## src/rtl/activation_stack_ctrl.sv

```systemverilog
`default_nettype none
// ============================================================================
// Module      : activation_stack_ctrl
// Description : Sequencer for the activation stack of the backpropagation
//               datapath. Per training sample it grants the single stack
//               write port to the input module (address 0), then to the
//               forward module (addresses 1..LAYER_MAX), and finally issues
//               descending pair-read addresses LAYER_MAX-1..0, waiting for a
//               bwd_done pulse after each accepted read address.
//
// Ports       : clk, rst               - clock, synchronous active-high reset
//               start                  - one-cycle pulse, begins a sample
//               in_data/valid/ready    - input-module write source
//               fwd_data/valid/ready   - forward-module write source
//               stack_wr_*             - stack write port (data+addr share
//                                        one valid/ready pair)
//               stack_rd_addr*         - pair-read address handshake
//               bwd_layer              - layer being backpropagated
//               bwd_done               - backward module consumed the pair
//               busy                   - not idle
//               sample_done            - pulse after the last backward layer
//
// Revision    : 1.0 - initial release
// ============================================================================
module activation_stack_ctrl #(
  parameter  int NEURON_NUM       = 6,
  parameter  int ACTIVATION_WIDTH = 8,
  parameter  int STACK_ADDR_WIDTH = 10,
  parameter  int LAYER_MAX        = 4,
  localparam int STACK_WIDTH      = NEURON_NUM * ACTIVATION_WIDTH
) (
  input  logic                        clk,
  input  logic                        rst,
  input  logic                        start,
  // input-module source
  input  logic [STACK_WIDTH-1:0]      in_data,
  input  logic                        in_valid,
  output logic                        in_ready,
  // forward-module source
  input  logic [STACK_WIDTH-1:0]      fwd_data,
  input  logic                        fwd_valid,
  output logic                        fwd_ready,
  // stack write port
  output logic [STACK_WIDTH-1:0]      stack_wr_data,
  output logic [STACK_ADDR_WIDTH-1:0] stack_wr_addr,
  output logic                        stack_wr_valid,
  input  logic                        stack_wr_ready,
  // stack pair-read address port
  output logic [STACK_ADDR_WIDTH-1:0] stack_rd_addr,
  output logic                        stack_rd_addr_valid,
  input  logic                        stack_rd_addr_ready,
  // backward module
  output logic [STACK_ADDR_WIDTH-1:0] bwd_layer,
  input  logic                        bwd_done,
  // status
  output logic                        busy,
  output logic                        sample_done
);

  // Last forward write address and first backward read address.
  localparam logic [STACK_ADDR_WIDTH-1:0] LAST_WR_ADDR  = STACK_ADDR_WIDTH'(LAYER_MAX);
  localparam logic [STACK_ADDR_WIDTH-1:0] FIRST_RD_ADDR = STACK_ADDR_WIDTH'(LAYER_MAX - 1);

  typedef enum logic [2:0] {
    ST_IDLE     = 3'd0,
    ST_WR_IN    = 3'd1,
    ST_WR_FWD   = 3'd2,
    ST_RD_ISSUE = 3'd3,
    ST_RD_WAIT  = 3'd4
  } state_t;

  state_t                      state_q, state_d;
  logic [STACK_ADDR_WIDTH-1:0] wr_cnt_q, wr_cnt_d;
  logic [STACK_ADDR_WIDTH-1:0] rd_cnt_q, rd_cnt_d;
  logic                        sample_done_q, sample_done_d;

  // --------------------------------------------------------------------------
  // State and counter registers
  // --------------------------------------------------------------------------
  always_ff @(posedge clk) begin
    if (rst) begin
      state_q       <= ST_IDLE;
      wr_cnt_q      <= '0;
      rd_cnt_q      <= '0;
      sample_done_q <= 1'b0;
    end else begin
      state_q       <= state_d;
      wr_cnt_q      <= wr_cnt_d;
      rd_cnt_q      <= rd_cnt_d;
      sample_done_q <= sample_done_d;
    end
  end

  // --------------------------------------------------------------------------
  // Next-state logic
  // --------------------------------------------------------------------------
  always_comb begin
    state_d       = state_q;
    wr_cnt_d      = wr_cnt_q;
    rd_cnt_d      = rd_cnt_q;
    sample_done_d = 1'b0;

    case (state_q)
      ST_IDLE: begin
        if (start) begin
          state_d  = ST_WR_IN;
          wr_cnt_d = '0;
        end
      end

      ST_WR_IN: begin
        if (in_valid && stack_wr_ready) begin
          state_d  = ST_WR_FWD;
          wr_cnt_d = STACK_ADDR_WIDTH'(1);
        end
      end

      ST_WR_FWD: begin
        if (fwd_valid && stack_wr_ready) begin
          if (wr_cnt_q == LAST_WR_ADDR) begin
            state_d  = ST_RD_ISSUE;
            rd_cnt_d = FIRST_RD_ADDR;
          end else begin
            wr_cnt_d = wr_cnt_q + STACK_ADDR_WIDTH'(1);
          end
        end
      end

      ST_RD_ISSUE: begin
        // bwd_done here belongs to no outstanding read and is dropped.
        if (stack_rd_addr_ready) begin
          state_d = ST_RD_WAIT;
        end
      end

      ST_RD_WAIT: begin
        if (bwd_done) begin
          if (rd_cnt_q == '0) begin
            state_d       = ST_IDLE;
            sample_done_d = 1'b1;
          end else begin
            state_d  = ST_RD_ISSUE;
            rd_cnt_d = rd_cnt_q - STACK_ADDR_WIDTH'(1);
          end
        end
      end

      default: begin
        state_d = ST_IDLE;
      end
    endcase
  end

  // --------------------------------------------------------------------------
  // Output logic: write mux and handshakes are purely combinational so a
  // source's valid reaches the stack (and the stack's ready reaches the
  // source) in the same cycle; nothing on the data path is registered.
  // --------------------------------------------------------------------------
  always_comb begin
    in_ready            = 1'b0;
    fwd_ready           = 1'b0;
    stack_wr_data       = '0;
    stack_wr_addr       = '0;
    stack_wr_valid      = 1'b0;
    stack_rd_addr_valid = 1'b0;

    case (state_q)
      ST_WR_IN: begin
        stack_wr_data  = in_data;
        stack_wr_addr  = '0;
        stack_wr_valid = in_valid;
        in_ready       = stack_wr_ready;
      end

      ST_WR_FWD: begin
        stack_wr_data  = fwd_data;
        stack_wr_addr  = wr_cnt_q;
        stack_wr_valid = fwd_valid;
        fwd_ready      = stack_wr_ready;
      end

      ST_RD_ISSUE: begin
        stack_rd_addr_valid = 1'b1;
      end

      default: begin
      end
    endcase
  end

  // rd_cnt is 0 whenever no read phase is in progress, so these read as 0
  // outside RD_ISSUE/RD_WAIT.
  assign stack_rd_addr = rd_cnt_q;
  assign bwd_layer     = rd_cnt_q;
  assign busy          = (state_q != ST_IDLE);
  assign sample_done   = sample_done_q;

endmodule
`default_nettype wire

```

## config.mk

```make
export PLATFORM = sky130hd
export DESIGN_NAME = activation_stack_ctrl
export DESIGN_NICKNAME = d
export VERILOG_FILES = /design/src/rtl/activation_stack_ctrl.sv
export SDC_FILE = /design/constraint.sdc
export NUM_CORES = 1
export LEC_CHECK = 0
export CORE_MARGIN = 2
export CORE_UTILIZATION = 29
export DETAILED_ROUTE_END_ITERATION = 8
export HOLD_SLACK_MARGIN = 0.15
export PLACE_DENSITY = 0.88
export SYNTH_ARGS = -nofsm -noshare
export SYNTH_HDL_FRONTEND = slang
export SYNTH_SLANG_ARGS = --single-unit
```

## constraint.sdc

```tcl
create_clock -name clk -period 2.2 [get_ports clk]
set_clock_uncertainty 0.15 [all_clocks]
set_input_delay 0.55 -clock clk [delete_from_list [all_inputs] [get_ports clk]]
set_output_delay 0.55 -clock clk [all_outputs]
set_load 0.01 [all_outputs]
```

After elaboration in Yosys (flattened, before gate mapping)
Index checks and enable logic that the tools add are counted.
Widths: inputs -> output; s select.
- bitwise logic cells: 2
- eq/ne operators: 13
- reductions and logical operators: 11
- muxes and demuxes: 25
- add/subtract/negate cells: 2
- operators by type and width (cell ; count):
    $pmux 48 s2 ; 1
    $mux 10 ; 9
    $pmux 10 s3 ; 1
    $pmux 10 s2 ; 1
    $mux 3 ; 6
    $ne 2x2->1 const B ; 8
    $pmux 3 s5 ; 1
    $add 10x1->10 const B ; 1
    $eq 10x3->1 const B ; 1
    $logic_not 10->1 ; 1
    $reduce_and 5->1 ; 2
    $sub 10x1->10 const B ; 1
    $eq 3x2->1 const B ; 2
    $reduce_and 6->1 ; 1
    $reduce_bool 3->1 ; 2
    $mux 1 ; 4
    $eq 3x1->1 const B ; 1
    $eq 3x3->1 const B ; 1
    $logic_not 3->1 ; 1
    $reduce_or 3->1 ; 1
    $logic_and 1x1->1 ; 2
    $mux 2 ; 1
    $not 1->1 ; 2
    $pmux 1 s2 ; 1
    $reduce_bool 2->1 ; 1
- output and inout bits: 84
- register bits after elaboration: 24
- logic and storage cells: 57
- input port bits: 104

Depth between registers and ports, before layout
- depth in word-level cells: 4
- depth in mapped cells: 7
- gate-level depth less buffers: 6

Least setup slack after synthesis
No wires, ideal clock.
- kind: register -> output
- from: register state_q[0]
- to: output port stack_wr_data[0]
- path buffers: 2
- cell stages (with the launch flop): 6
- required time: 1500 ps
- slack: -90 ps
- data arrival time: 1590 ps
- cells stage by stage: dfxtp_1 -> clkbuf_1 -> inv_1 -> nor3_1 -> clkbuf_1 -> a22o_1
- longest elaborated chain between the ends: 2
- ends and longest elaborated chain (item ; line ; text):
    start, declared ; 72 ; state_t state_q, state_d;
    start signal, assigned ; 87 ; state_q <= state_d;
    $eq 3x2->1 or $eq 3x1->1 (tied branches) ; 167 ; case (state_q)
    $pmux 48 s2 * ; 167 ;
    end, declared ; 44 ; output logic [STACK_WIDTH-1:0] stack_wr_data,
Mark *: on every way between the ends. The rest lies on a longest branch, timed or not.

Worst setup path in the final report
- from: register state_q[2]
- to: output port stack_wr_data[34]
The elaborated chain is that of the path after synthesis.

==> impl_metrics.env <==
export IMPL_status="complete, but fails checks"
export IMPL_violations="negative setup slack"
export IMPL_cp_required_ns=1.50
export IMPL_cts_tree="built"
export IMPL_async_flop_share_pct=0
export IMPL_ant_nets=0
export IMPL_ir_drop_uv=230
export IMPL_power_mw=2.24
export IMPL_synth_ff_type="dfxtp_1"
export IMPL_drc=0
export IMPL_arrival_ns=1.59
export IMPL_first_iter_violations=212
export IMPL_clk_pin_slew_ns=0.09
export IMPL_start_util_pct=29.7
export IMPL_setup_viol_count_final=29
export IMPL_drive_above_1_share_pct=34.5
export IMPL_powerDensity_mw_per_mm2=477
export IMPL_clock_latency_ns=0.27
export IMPL_hold_class="reg2reg"
export IMPL_pin_count=188
export IMPL_crit_type="reg2out"
export IMPL_grt_pass1_wl_um=15400
export IMPL_grt_overflow=0
export IMPL_dieHeight_um=89.7
export IMPL_min_period_over_period_pct=104
export IMPL_p_leak_nw=1.96
export IMPL_hold_viol_final=0
export IMPL_cap_violations=0
export IMPL_synth_top_area_cell="dfxtp_1"
export IMPL_wl_per_cell_um=18.8
export IMPL_yosys_warnings=0
export IMPL_vias=3219
export IMPL_diodes=0
export IMPL_setup_ws_ns=-0.0912
export IMPL_rsz0062_at_grt="yes"
export IMPL_hold_buffers=0
export IMPL_ys_ff_latch=24
export IMPL_cts_sinks=24
export IMPL_syn_area_per_cell_um2=7.85
export IMPL_ys_seq_area_share_pct=22.6
export IMPL_syn_to_final_growth_pct=120
export IMPL_port_buffers=187
export IMPL_core_area_mm2=0.00718
export IMPL_layout_common_cells="124 x clkdlybuf4s50_1, 47 x a22o_1, 44 x buf_2, 40 x buf_4, 35 x buf_6"
export IMPL_cp_start_kind="flip-flop"
export IMPL_die_area_mm2=0.00804
export IMPL_grt_pass1_vias=3050
export IMPL_grt_usage_pct=24.5
export IMPL_synth_top_area_share_pct=22.6
export IMPL_antenna_found_initial=0
export IMPL_dr_pass1_iters=4
export IMPL_grt_max_degree=23
export IMPL_synth_cell_types=53
export IMPL_min_period_ns=2.29
export IMPL_cts_root_buf="clkbuf_8"
export IMPL_drv_slew=0
export IMPL_placement_rows=31
export IMPL_synth_area_top_cells="dfxtp_1 23%, a22o_1 20%, clkbuf_1 3.7%"
export IMPL_dpl_hpwl_um=8050
export IMPL_utilization_pct=65.4
export IMPL_viasPerCell=5.42
export IMPL_die_w_um=89.7
export IMPL_max_slew_worst_pin_slew_ns=0.404
export IMPL_routabilityCongestion=0.937
export IMPL_layout_commonest_cell="clkdlybuf4s50_1"
export IMPL_end_kind="output port"
export IMPL_synth_area_mm2=0.00213
export IMPL_fmax_mhz=436
export IMPL_finalWirelength_um=11200
export IMPL_fin_hold_ws_ns=0.451
export IMPL_clockBufferDepth=2
export IMPL_synth_fp_nets=378
export IMPL_cts_buffers_inserted=3
export IMPL_synth_edf_count=0
export IMPL_crit_fanout=5
export IMPL_nets=603
export IMPL_htreeDepth=1
export IMPL_syn_inst=271
export IMPL_max_slew_margin_pct=72.8
## area by class of cell
cell class | instances | area (µm²)
tap | 99 | 124
sequential | 24 | 490
multi-input combinational | 199 | 1580
fill | 557 | 2480
clock inverter | 1 | 30.0
inverter | 14 | 55.1
clock buffer | 3 | 41.3
timing repair buffer | 254 | 2370
## path summary, 6_finish.rpt
check | start | to | slack, ns | cells past startpoint
worst max-delay path | state_q[2] | stack_wr_data[34] | -0.09 | 6
worst max register to register | state_q[2] | wr_cnt_q[5] | 0 | 9
worst min-delay path | bwd_layer[5] | bwd_layer[5] | 0.45 | 2
worst min register to register | bwd_layer[5] | bwd_layer[5] | 0.45 | 2
## repair_timing
action	4_1_cts	5_1_grt
gates resized for setup	292	51
endpoints found under the setup margin	80	76
gates cloned	4	0
pin swaps	18	29
buffers inserted	19	7
## layer usage
| metal | global-route usage [%] | wire (µm) | share of wire, % |
|---|---|---|---|
| met5 | 0 | 0 | 0 |
| met1 | 31.6 | 4230 | 38 |
| met4 | 4.61 | 179 | 1.6 |
| met2 | 40.4 | 5580 | 50 |
| met3 | 7.86 | 1210 | 11 |
## sequential cells by signal, indices dropped and copies added, names as in the netlist
| signal | flops |
|---|---|
| wr_cnt_q | 10 |
| state_q | 3 |
| bwd_layer | 10 |
| sample_done | 1 |
## logic make-up after synthesis
logic type / after synthesis / share of synthesized area [%]
AO/OA/AOI/OAI: 108 / 41.9
adder cells (fa/ha/maj): 3 / 1.76
buffers and inverters: 48 / 10.4
AND/OR/NAND/NOR: 87 / 22.9
flip-flops: 24 / 22.6
multiplexers: 1 / 0.470
## stage by stage
step / cells / setup TNS [ns] / cell area, µm² / worst slack, ns
final: 594 / -1.13 / 4690 / -0.0912
after global routing: 594 / -4.18 / 4690 / -0.160
after CTS: 590 / -1.37 / 4500 / -0.0932
after detailed placement: 563 / -14.96 / 4330 / -0.282
after global placement: 563 / -15.31 / 4330 / -0.287
after floorplan: 271 / 0 / 2130 / 0.0202
## synthesized netlist by cell type (3+ instances only)
cell	count
a22o_1	49
dfxtp_1	24
clkbuf_1	21
nor2_1	18
inv_1	14
nand2_1	11
buf_4	10
and2_1	8
a211oi_1	7
nand4_1	7
o21ai_0	7
a311oi_1	6
and3_1	6
nand3_1	6
nor3_1	6
nor4_1	6
a31oi_1	5
a21oi_1	4
a41oi_1	4
o31ai_1	4
or3_1	4
or4_1	4
buf_2	3
ha_1	3
o21a_1	3
## power by group
| group | switching (mW) | internal, mW |
|---|---|---|
| registers | 0.0202 | 0.448 |
| logic | 0.578 | 0.796 |
| clock network | 0.152 | 0.244 |
| total | 0.751 | 1.49 |
## critical path, cell delays in order, from the launching register on
cell and delay, ns:
dfxtp_4 0.38, nor3b_4 0.26, buf_6 0.17, buf_6 0.13
buf_6 0.09, a22o_1 0.16, buf_6 0.12
Note: power is estimated with default switching activity, not from simulation.
